### src/rtl/sm_issue_throttle.sv
// SM issue throttle: buffers scheduler demand as a backlog and issues min(backlog, budget, cap).
// Optional SM_ISSUE_STATS_EN adds total_issued / stall_cycles statistics outputs.
module sm_issue_throttle #(
   parameter int unsigned MAX_ISSUE   = 4,
   parameter int unsigned BACKLOG_W   = 8,
   parameter int unsigned STALL_LIMIT = 16
) (
   input  logic                 clk_sm,
   input  logic                 rst_sm_n,
   input  logic [4:0]           SM_remaining,
   input  logic                 budget_valid,
   input  logic [4:0]           req_count,
   input  logic                 req_valid,
   output logic                 req_ready,
   output logic [4:0]           SM_issued_this_cycle,
   output logic                 issue_valid,
   output logic [BACKLOG_W-1:0] backlog,
   output logic                 stall,
`ifdef SM_ISSUE_STATS_EN
   output logic                 starved,
   output logic [31:0]          total_issued,
   output logic [31:0]          stall_cycles
`else
   output logic                 starved
`endif
);

   localparam int unsigned CW = (BACKLOG_W > 5) ? BACKLOG_W : 5;
   localparam int unsigned BacklogMax = (1 << BACKLOG_W) - 1;
   localparam logic [BACKLOG_W-1:0] ReadyMax = BACKLOG_W'(BacklogMax - 31);
   localparam logic [7:0] StallLimit = 8'(STALL_LIMIT);

   typedef enum logic [1:0] {StIdle, StIssue, StStall} state_e;

   state_e               state_q, state_d;
   logic [BACKLOG_W-1:0] backlog_q, backlog_d;
   logic [4:0]           issued_q, grant;
   logic                 issue_valid_q;
   logic [7:0]           stall_cnt_q, stall_cnt_d;
   logic                 starved_q;
   logic                 accept;
   logic [CW-1:0]        min_w;

   // Only the registered backlog gates acceptance, so a full 31-instruction offer always fits.
   assign req_ready = (backlog_q <= ReadyMax);
   assign accept    = req_valid & req_ready;

   always_comb begin
      min_w = CW'(backlog_q);
      if (CW'(SM_remaining) < min_w) min_w = CW'(SM_remaining);
      if (CW'(MAX_ISSUE) < min_w)    min_w = CW'(MAX_ISSUE);
      grant = budget_valid ? min_w[4:0] : 5'd0;
   end

   always_comb begin
      backlog_d = backlog_q - BACKLOG_W'(grant) + (accept ? BACKLOG_W'(req_count) : '0);
      state_d   = StIdle;
      if (backlog_q != '0) begin
         state_d = (grant != 5'd0) ? StIssue : StStall;
      end
      stall_cnt_d = 8'd0;
      if (state_d == StStall) begin
         stall_cnt_d = (stall_cnt_q == StallLimit) ? stall_cnt_q : stall_cnt_q + 8'd1;
      end
   end

   always_ff @(posedge clk_sm or negedge rst_sm_n) begin
      if (!rst_sm_n) begin
         state_q       <= StIdle;
         backlog_q     <= '0;
         issued_q      <= 5'd0;
         issue_valid_q <= 1'b0;
         stall_cnt_q   <= 8'd0;
         starved_q     <= 1'b0;
      end else begin
         state_q       <= state_d;
         backlog_q     <= backlog_d;
         issued_q      <= grant;
         issue_valid_q <= (grant != 5'd0);
         stall_cnt_q   <= stall_cnt_d;
         starved_q     <= (stall_cnt_d == StallLimit);
      end
   end

   assign SM_issued_this_cycle = issued_q;
   assign issue_valid          = issue_valid_q;
   assign backlog              = backlog_q;
   assign stall                = (state_q == StStall);
   assign starved              = starved_q;

`ifdef SM_ISSUE_STATS_EN
   logic [31:0] total_q, stall_cyc_q;

   always_ff @(posedge clk_sm or negedge rst_sm_n) begin
      if (!rst_sm_n) begin
         total_q     <= 32'd0;
         stall_cyc_q <= 32'd0;
      end else begin
         total_q     <= total_q + 32'(grant);
         stall_cyc_q <= stall_cyc_q + 32'(state_d == StStall);
      end
   end

   assign total_issued = total_q;
   assign stall_cycles = stall_cyc_q;
`endif

endmodule

### config.mk
export PLATFORM = sky130hd
export DESIGN_NAME = sm_issue_throttle
export DESIGN_NICKNAME = d
export VERILOG_FILES = /design/src/rtl/sm_issue_throttle.sv
export SDC_FILE = /design/constraint.sdc
export NUM_CORES = 1
export LEC_CHECK = 0
export ABC_AREA = 1
export ABC_CLOCK_PERIOD_IN_PS = 9800
export BUFFER_PORTS_ARGS = -buffer_cell sky130_fd_sc_hd__buf_2
export CORE_MARGIN = 1
export CORE_UTILIZATION = 40
export DETAILED_ROUTE_END_ITERATION = 16
export HOLD_SLACK_MARGIN = 0.02
export PLACE_DENSITY = 0.68
export SETUP_SLACK_MARGIN = 0.05
export SKIP_LAST_GASP = 1
export SYNTH_ARGS = -nofsm -noshare
export SYNTH_HDL_FRONTEND = slang
export SYNTH_SLANG_ARGS = --single-unit
### constraint.sdc
create_clock -name clk_sm -period 9.8 [get_ports clk_sm]
set_input_delay 0.49 -clock clk_sm [delete_from_list [all_inputs] [get_ports clk_sm]]
set_output_delay 0.49 -clock clk_sm [all_outputs]
set_load 0.05 [all_outputs]
==> results of run 1 <==
[cell usage after synthesis (3+ instances only)]
| cell | n | share of area |
|---|---|---|
| fa_1 | 5 | 0.058 |
| nand3_1 | 5 | 0.015 |
| nor2_2 | 3 | 0.011 |
| nand2_1 | 29 | 0.063 |
| ha_1 | 16 | 0.12 |
| inv_1 | 42 | 0.092 |
| dfrtp_1 | 25 | 0.36 |
| nand2_2 | 4 | 0.015 |
| nand2_4 | 3 | 0.020 |
| nor3_1 | 5 | 0.015 |
| nand3_2 | 5 | 0.029 |
| nor2_1 | 18 | 0.039 |
| xor2_1 | 8 | 0.041 |
| a21oi_1 | 9 | 0.026 |
[sequential cells by signal, summed over array words and instances (netlist names)]
name,flops
SM_issued_this_cycle,5
issue_valid,1
backlog,8
state_q,2
stall_cnt_q,8
starved,1
[layer usage]
| layer | part of all wire | track usage | vias up |
|---|---|---|---|
| met5 | 0 | 0 | - |
| met4 | 0.0077 | 0.0638 | 0 |
| met3 | 0.021 | 0.0203 | 2 |
| met2 | 0.47 | 0.267 | 21 |
| met1 | 0.50 | 0.228 | 606 |
| li1 | - | - | 686 |
[power by group through the flow]
| stage | logic (mW) | clock network [mW] | registers (mW) |
|---|---|---|---|
| 3_3_place_gp | 0.362 | 0 | 0.159 |
| 2_1_floorplan | 0.227 | 0 | 0.220 |
| 6_report | 0.365 | 0.0634 | 0.157 |
| 4_1_cts | 0.370 | 0.0654 | 0.157 |
| 5_1_grt | 0.413 | 0.0705 | 0.161 |
| 3_5_place_dp | 0.367 | 0 | 0.159 |
[through the flow]
step / hold WS [ns] / setup WS, ns
floorplan: 0.194 / 6.10
global placement: 0.532 / 6.14
detailed placement: 0.526 / 6.05
CTS: 0.223 / 6.15
global route: 0.233 / 5.76
finish: 0.204 / 6.17
[kinds of logic (layout without fill, tap and decap cells)]
kind of cell,count (synthesis),count (layout),synth area share
and+or+nand+nor,83,83,0.262
buffers and inverters,44,78,0.0959
DFF,25,25,0.363
adders and majority gates,21,21,0.174
AOI/OAI and AO/OA,14,14,0.0494
xor gates and xnor gates,10,10,0.0509
other,2,4,0.00436
[worst max-delay path by stage]
stage | startpoint | slack [ns] | endpoint
after detailed placement | SM_remaining[3] | 6.05 | backlog[7]
after global placement | SM_remaining[3] | 6.14 | backlog[7]
after floorplan | backlog[1] | 6.10 | backlog[7]
final | backlog[1] | 6.17 | backlog[7]
after CTS | backlog[3] | 6.15 | backlog[7]
after global routing | backlog[1] | 5.76 | backlog[7]
[cell type report]
cell class	count	area share
inverters	44	0.0831
well taps	50	0.0315
flip-flops and latches	25	0.315
multi-input cells	132	0.472
clock buffers	4	0.0227
repair buffers	30	0.0756
==> impl_results.rst, run 1 <==
.. list-table::
   :header-rows: 1

   * - Metric
     - Value
   * - Kind of end point of the critical path
     - flip-flop
   * - Largest net degree at the start of global routing
     - 26
   * - Classification of the worst-slack hold path
     - primary input to async pin
   * - Proportion of synthesized chip area in sequential cells
     - 0.363
   * - Count of cell instances traversed by the critical path
     - 27
   * - Number of clock buffers inserted by TritonCTS
     - 3
   * - Switching power total
     - 0.303 mW
   * - Outcome
     - finished clean
   * - PnR Total Power
     - 0.586 mW
   * - Max frequency
     - 276 MHz
   * - Most Frequent Cell on Critical Path
     - nand2_1
   * - Tightest Pin Transition
     - 0.575 ns
   * - Slack of the worst reg-to-reg path
     - 6.17 ns
   * - Arr. time, crit path
     - 3.83 ns
   * - Clock H-tree levels
     - 1
   * - Data required, critical path
     - 10.00 ns
   * - Vias/cell
     - 4.61
   * - Total non-filler cell area in the finished layout
     - 0.00199 sq mm
   * - Clock slew seen by the registers of the worst setup and hold paths
     - 0.09 ns
   * - Iteration-0 DRC count of the detailed router
     - 38
   * - CTS tree
     - yes
   * - Post-synthesis cell area
     - 0.00172 sq mm
   * - # Post-CTS Setup Buffers
     - 0
   * - Share of total power in the clock network
     - 0.108
   * - Layout Area Growth over Synthesis
     - 15.4%
   * - Final #Nets
     - 271
   * - Most frequent standard cell in the layout excluding fill and tap cells
     - inv_1
   * - Share of flip-flops with an asynchronous set or reset after synthesis
     - 1.00
   * - Worst Path Max Fanout
     - 6
   * - Period utilization
     - 0.370
   * - Chip height
     - 67.6 um
   * - Vias in the first global route
     - 1,227
   * - Remaining design rule violation count
     - 0
   * - Number of storage elements in the synthesis netlist
     - 25
   * - Syn. warnings
     - 0
   * - Most used cells in the layout excluding fill and tap cells
     - 42 x inv_1, 30 x buf_2, 29 x nand2_1
   * - Relative slew slack
     - 0.616
   * - Congestion Overflow GR
     - 0
   * - Final setup skew
     - 0.00194 ns
   * - Sort of element at the start of the critical path
     - flip-flop
   * - Worst-case clock buffer depth
     - 2
   * - Utilization after layout
     - 0.490
   * - Count of pins over their slew limit
     - 0
   * - Flip-flop cell with the highest count after synthesis
     - dfrtp_1
   * - Pint
     - 0.283 mW
   * - Peak VDD IR
     - 197 uV
   * - Vias after detailed routing
     - 1,315
   * - Number of standard cells in the layout, taps in and fillers out
     - 285
   * - Post-detailed-routing wire length
     - 3250 um
   * - Power per Cell Area
     - 295 mW/mm^2
   * - CP delay by family, top
     - simple AND/OR/NAND/NOR gates
   * - Worst r2r src
     - backlog[1]
   * - Clock Tree Root
     - clkbuf_8
   * - Cells resized by post-CTS repair
     - 0
   * - DR WL/cell
     - 11.4 um
   * - Placed standard-cell area
     - 0.00194 sq mm
   * - Final setup violation count
     - 0
   * - Critical path class
     - flip-flop to flip-flop
   * - Antenna Violating Nets Remaining
     - 0
   * - Die outline area
     - 0.00457 sq mm
   * - Detail Placement HPWL
     - 2630 um
   * - Storage element area
     - 626 sq um
   * - Highest cell delay on the worst timing path
     - 0.56 ns
   * - Antenna violations before repair
     - 0
   * - Number of max-cap violations
     - 0
   * - Top-Level Pins
     - 31
   * - Die width
     - 67.6 um
   * - Average footprint of a synthesized cell
     - 8.65 sq um
   * - Cell Count Post-Placement
     - 281
   * - Number of cell instances on the worst register-to-register path
     - 27
   * - Hold_buf cts
     - 0
   * - Combinational share of power
     - 0.624
   * - Row count
     - 23
   * - Global routing usage summed across all routing layers
     - 0.167
   * - First-pass GRT wire length
     - 5600 um
   * - Worst skew pair latency
     - 0.27 ns
   * - Filler cells
     - 389
   * - Weighted congestion reported at the end of routability-driven placement
     - 0.848
   * - Fraction of layout instances using a drive strength above 1
     - 0.238
   * - Clock sink count
     - 25
   * - Port bufs
     - 30
   * - Final number of hold-violating endpoints
     - 0
   * - Setup repair after global routing missed its margin
     - no
   * - Slowest cell on crit path
     - fa_1
   * - Post-layout minimum cycle time
     - 3.63 ns
   * - Destination of the worst register-to-register timing path
     - backlog[7]
   * - Area of the core region
     - 0.00406 sq mm
   * - Sw Ratio
     - 0.517
   * - Aggregate negative setup slack
     - 0 ns
   * - First drt pass iteration count
     - 4
   * - Sequential fraction of design power
     - 0.268
   * - Post-synth cell types
     - 29
   * - Worst path buffer plus inverter count
     - 5
   * - P_leak
     - 1.10 nW
   * - # diodes
     - 0
   * - Area taken by multi-input logic gates
     - 938 sq um
   * - Cells after Synth
     - 199
   * - Effective utilization at floorplan
     - 0.424
   * - Number of synthesized flops with an enable pin
     - 0
(Power assumes the default switching activity.)
==> run 2: changes to the inputs <==
--- a/config.mk
+++ b/config.mk
@@ -6,7 +6,7 @@
 export NUM_CORES = 1
 export LEC_CHECK = 0
 export ABC_AREA = 1
-export ABC_CLOCK_PERIOD_IN_PS = 9800
+export ABC_CLOCK_PERIOD_IN_PS = 3400
 export BUFFER_PORTS_ARGS = -buffer_cell sky130_fd_sc_hd__buf_2
 export CORE_MARGIN = 1
 export CORE_UTILIZATION = 40
==> constraint.sdc (replaced) <==
create_clock -name clk_sm -period 3.4 [get_ports clk_sm]
set_input_delay 0.17 -clock clk_sm [delete_from_list [all_inputs] [get_ports clk_sm]]
set_output_delay 0.17 -clock clk_sm [all_outputs]
set_load 0.05 [all_outputs]
==> impl_results.rst, run 2 (synthesis gave the netlist of run 1 again) <==
.. list-table::
   :header-rows: 1

   * - Metric
     - Value
   * - Outcome
     - finished with violations
   * - Violations in the final reports
     - negative setup slack
   * - Post-detailed-routing wire length
     - 3490 um
   * - Relative slew slack
     - 0.610
   * - First drt pass iteration count
     - 6
   * - CTS tree
     - yes
   * - Sort of element at the start of the critical path
     - flip-flop
   * - Area of the core region
     - 0.00406 sq mm
   * - Final #Nets
     - 287
   * - Clock slew seen by the registers of the worst setup and hold paths
     - 0.10 ns
   * - Die outline area
     - 0.00457 sq mm
   * - Total non-filler cell area in the finished layout
     - 0.00227 sq mm
   * - First-pass GRT wire length
     - 5620 um
   * - Worst Path Max Fanout
     - 6
   * - Most frequent standard cell in the layout excluding fill and tap cells
     - inv_1
   * - Tightest Pin Transition
     - 0.584 ns
   * - Antenna violations before repair
     - 0
   * - Vias after detailed routing
     - 1,405
   * - Clock sink count
     - 25
   * - PnR Total Power
     - 2.07 mW
   * - Vias/cell
     - 4.67
   * - Effective utilization at floorplan
     - 0.424
   * - Critical path class
     - flip-flop to flip-flop
   * - Largest net degree at the start of global routing
     - 26
   * - Weighted congestion reported at the end of routability-driven placement
     - 0.889
   * - Setup repair after global routing missed its margin
     - yes
   * - Remaining design rule violation count
     - 0
   * - Peak VDD IR
     - 608 uV
   * - Cells on Worst Hold Path
     - 4
   * - Period utilization
     - 1.00
   * - Congestion Overflow GR
     - 0
   * - Row count
     - 23
   * - P_leak
     - 1.18 nW
   * - Final setup skew
     - 0.00650 ns
   * - Final setup violation count
     - 1
   * - Antenna Violating Nets Remaining
     - 0
   * - Classification of the worst-slack hold path
     - primary input to flip-flop
   * - Post-layout minimum cycle time
     - 3.41 ns
   * - Aggregate negative setup slack
     - -0.0108 ns
   * - Filler cells
     - 385
   * - Kind of end point of the critical path
     - flip-flop
   * - Placed standard-cell area
     - 0.00209 sq mm
   * - # diodes
     - 0
   * - Count of pins over their slew limit
     - 0
   * - Port bufs
     - 30
   * - Die width
     - 67.6 um
   * - Top-Level Pins
     - 31
   * - Detail Placement HPWL
     - 2700 um
   * - Global routing usage summed across all routing layers
     - 0.167
   * - Fraction of layout instances using a drive strength above 1
     - 0.422
   * - Number of clock buffers inserted by TritonCTS
     - 3
   * - Clock H-tree levels
     - 1
   * - Max frequency
     - 293 MHz
   * - Data required, critical path
     - 3.60 ns
   * - Iteration-0 DRC count of the detailed router
     - 53
   * - Arr. time, crit path
     - 3.61 ns
   * - Most used cells in the layout excluding fill and tap cells
     - 36 x inv_1, 30 x buf_2, 19 x dfrtp_1, 19 x nand2_1, 18 x nor2_1
   * - Vias in the first global route
     - 1,349
   * - Clock Tree Root
     - clkbuf_8
   * - Final number of hold-violating endpoints
     - 0
   * - Number of cell instances on the worst register-to-register path
     - 27
   * - Number of max-cap violations
     - 0
   * - DR WL/cell
     - 11.6 um
   * - Final critical-path setup slack
     - -0.0108 ns
   * - Chip height
     - 67.6 um
   * - Layout Area Growth over Synthesis
     - 32.0%
   * - Worst-case clock buffer depth
     - 2
   * - Power per Cell Area
     - 909 mW/mm^2
   * - Worst skew pair latency
     - 0.28 ns
==> run 2: cell count changes in the layout (fill, tap and decap cells not counted), moves of 5 or more <==
cell     change
nand2_1     -10
dfrtp_2      +6
nand2_2      +8
ha_1         -5
dfrtp_1      -6
buf_4       +15
inv_1        -6
==> run 2: path summary, 6_finish.rpt <==
check,to,startpoint,slack (ns)
setup reg to reg,backlog[7],backlog[3],-0.01
min in group asynchronous,SM_issued_this_cycle[4],rst_sm_n,0.42
max in group asynchronous,backlog[4],rst_sm_n,2.55
hold reg to reg,backlog[0],backlog[0],0.63
setup / recovery,backlog[7],backlog[3],-0.01
hold / removal,SM_issued_this_cycle[2],budget_valid,0.35
==> run 2: timing repair <==
action	4_1_cts	5_1_grt
gates resized for setup	2	18
pin swaps	6	17
buffers inserted	4	3
hold buffers	1	0
endpoints found under the setup margin	1	4
endpoints found under the hold margin	25	0
==> run 2: metrics by stage <==
stage                     hold slack (ns)  worst slack (ns)   util  instances
after global placement              0.200            0.0604  0.514        289
final                               0.355           -0.0108  0.560        301
after global routing                0.363            -0.285  0.560        301
after CTS                           0.355            0.0524  0.539        298
after detailed placement            0.204          -0.00320  0.514        289
after floorplan                    -0.126           -0.0114      -        201
==> run 2: critical path, stage by stage, from the launching register on <==
cell,delay (ns)
dfrtp_2,0.41
inv_2,0.07
ha_4,0.20
nand2_1,0.05
inv_1,0.05
nand2_2,0.05
nand2_2,0.06
nand2_4,0.11
nand2_4,0.09
nand2_4,0.09
nand2_4,0.07
inv_2,0.06
nand2_2,0.05
nand3_4,0.07
inv_4,0.04
fa_1,0.55
inv_1,0.05
ha_2,0.17
a21oi_2,0.16
nand2_2,0.09
a21oi_2,0.14
inv_1,0.06
a21oi_2,0.16
nor2_1,0.06
nor2_1,0.10
nor2_1,0.05
nor2_1,0.12
xor2_1,0.16
==> run 2: power breakdown <==
part | internal (mW) | switching [mW]
combinational | 0.576 | 0.855
clock | 0.0833 | 0.103
sequential | 0.388 | 0.0612
==> run 2: layout make-up <==
| class | count | area, sq um | area share |
|---|---|---|---|
| clock buffers | 3 | 41.3 | 0.0182 |
| inverters | 44 | 173 | 0.0760 |
| multi-input cells | 132 | 1080 | 0.476 |
| clock inverters | 1 | 7.51 | 0.00330 |
| repair buffers | 46 | 273 | 0.120 |
| well taps | 50 | 62.6 | 0.0275 |
| flip-flops and latches | 25 | 633 | 0.279 |
==> run 2: per-layer routing <==
layer / global-route usage / share of wire / up-vias
met2: 0.293 / 0.51 / 30
met3: 0.0507 / 0.054 / 4
met4: 0.0479 / 0.0080 / 0
met5: 0 / 0 / -
li1: - / - / 716
met1: 0.193 / 0.42 / 655
==> run 3: changes to the inputs <==
--- a/config.mk
+++ b/config.mk
@@ -7,7 +7,7 @@
 export LEC_CHECK = 0
 export ABC_AREA = 1
 export ABC_CLOCK_PERIOD_IN_PS = 3400
-export BUFFER_PORTS_ARGS = -buffer_cell sky130_fd_sc_hd__buf_2
+export BUFFER_PORTS_ARGS = -buffer_cell sky130_fd_sc_hd__buf_4
 export CORE_MARGIN = 1
 export CORE_UTILIZATION = 40
 export DETAILED_ROUTE_END_ITERATION = 16
==> impl_results.rst, run 3 (synthesis gave the netlist of run 1 again) <==
.. list-table::
   :header-rows: 1

   * - Metric
     - Value
   * - Remaining design rule violation count
     - 0
   * - P_leak
     - 1.24 nW
   * - Setup repair after global routing missed its margin
     - yes
   * - Final #Nets
     - 295
   * - Power per Cell Area
     - 890 mW/mm^2
   * - PnR Total Power
     - 2.14 mW
   * - Start point of the critical path
     - backlog[1]
   * - Critical path class
     - flip-flop to flip-flop
   * - Weighted congestion reported at the end of routability-driven placement
     - 0.822
   * - Chip height
     - 67.6 um
   * - Global routing usage summed across all routing layers
     - 0.169
   * - Top-Level Pins
     - 31
   * - Post-layout minimum cycle time
     - 3.32 ns
   * - Period utilization
     - 0.977
   * - Largest net degree at the start of global routing
     - 26
   * - Number of max-cap violations
     - 0
   * - Clock slew seen by the registers of the worst setup and hold paths
     - 0.09 ns
   * - Final number of hold-violating endpoints
     - 0
   * - Iteration-0 DRC count of the detailed router
     - 27
   * - First drt pass iteration count
     - 4
   * - Worst Path Max Fanout
     - 6
   * - Vias/cell
     - 4.66
   * - Congestion Overflow GR
     - 0
   * - Utilization after layout
     - 0.593
   * - # diodes
     - 0
   * - Final setup violation count
     - 0
   * - Highest cell delay on the worst timing path
     - 0.56 ns
   * - Most frequent standard cell in the layout excluding fill and tap cells
     - buf_4
   * - Clock sink count
     - 25
   * - Port bufs
     - 30
   * - Final setup skew
     - 0.000998 ns
   * - Number of clock buffers inserted by TritonCTS
     - 3
   * - Most used cells in the layout excluding fill and tap cells
     - 53 x buf_4, 36 x inv_1, 20 x nand2_1
   * - Vias in the first global route
     - 1,333
   * - Worst r2r src
     - backlog[1]
   * - Kind of end point of the critical path
     - flip-flop
   * - Die outline area
     - 0.00457 sq mm
   * - Arr. time, crit path
     - 3.52 ns
   * - Worst slack at placement
     - -0.0157 ns
   * - Data required, critical path
     - 3.60 ns
   * - Final critical-path setup slack
     - 0.0785 ns
   * - Worst skew pair latency
     - 0.27 ns
   * - Sort of element at the start of the critical path
     - flip-flop
   * - CTS tree
     - yes
   * - Placed standard-cell area
     - 0.00218 sq mm
   * - Filler cells
     - 364
   * - Fin Hold WS
     - 0.335 ns
   * - Antenna violations before repair
     - 0
   * - Vias after detailed routing
     - 1,439
   * - Slowest cell on crit path
     - fa_1
   * - Die width
     - 67.6 um
   * - Clock H-tree levels
     - 1
   * - Antenna Violating Nets Remaining
     - 0
   * - First-pass GRT wire length
     - 5750 um
   * - Cell Count Post-Placement
     - 292
   * - Peak VDD IR
     - 713 uV
   * - Most Frequent Cell on Critical Path
     - nand2_2
   * - Count of pins over their slew limit
     - 0
   * - Effective utilization at floorplan
     - 0.424
   * - Layout Area Growth over Synthesis
     - 39.8%
   * - DR WL/cell
     - 11.2 um
   * - Number of standard cells in the layout, taps in and fillers out
     - 309
   * - Classification of the worst-slack hold path
     - primary input to async pin
   * - Area of the core region
     - 0.00406 sq mm
   * - Row count
     - 23
   * - Worst-case clock buffer depth
     - 2
   * - Outcome
     - finished clean
   * - Detail Placement HPWL
     - 2700 um
   * - Max frequency
     - 301 MHz
   * - Post-detailed-routing wire length
     - 3460 um
   * - Clock Tree Root
     - clkbuf_8
   * - Total non-filler cell area in the finished layout
     - 0.00241 sq mm
   * - Aggregate negative setup slack
     - 0 ns
   * - Fraction of layout instances using a drive strength above 1
     - 0.440
==> run 3: final cells by class <==
class / count / area [sq um] / area share
timing repair buffer: 54 / 408 / 0.170
sequential: 25 / 633 / 0.263
clock inverter: 1 / 7.51 / 0.00312
multi-input combinational: 132 / 1080 / 0.448
clock buffer: 3 / 41.3 / 0.0172
inverter: 44 / 175 / 0.0728
tap: 50 / 62.6 / 0.0260
==> run 3: critical path: cells and delay by family, from the launching register on <==
| kind | cells | cell delay, ns |
|---|---|---|
| xor gates and xnor gates | 1 | 0.14 |
| buffers and inverters | 4 | 0.20 |
| adders and majority gates | 3 | 1.00 |
| and+or+nand+nor | 17 | 1.16 |
| DFF | 1 | 0.44 |
| AOI/OAI and AO/OA | 2 | 0.27 |
==> run 3: worst paths after layout <==
path,endpoint,slack [ns],cells past startpoint
max,backlog[7],0.08,27
min,SM_issued_this_cycle[3],0.33,2
max reg2reg,backlog[7],0.08,27
min reg2reg,stall_cnt_q[2],0.62,3
max in group asynchronous,backlog[6],2.80,2
min in group clk_sm,SM_issued_this_cycle[2],0.37,4
==> run 3: what timing repair did <==
item	CTS	global route
setup endpoints to repair	2	4
pin swaps	9	18
hold endpoints to repair	25	0
gates resized for setup	1	19
hold buffers	1	0
setup buffers	6	7
==> run 3: power by group <==
group	internal [mW]	total [mW]	leakage [nW]	switching (mW)
Clock	0.0831	0.182	0.0217	0.0990
Combinational	0.654	1.52	0.909	0.862
Sequential	0.388	0.444	0.308	0.0561
==> run 3: per-layer routing <==
layer  GRT usage  wire (um)  part of all wire
met5           0          0                 0
met1       0.207       1580              0.46
met4      0.0319         25            0.0072
met2       0.298       1730              0.50
met3      0.0422        123             0.036
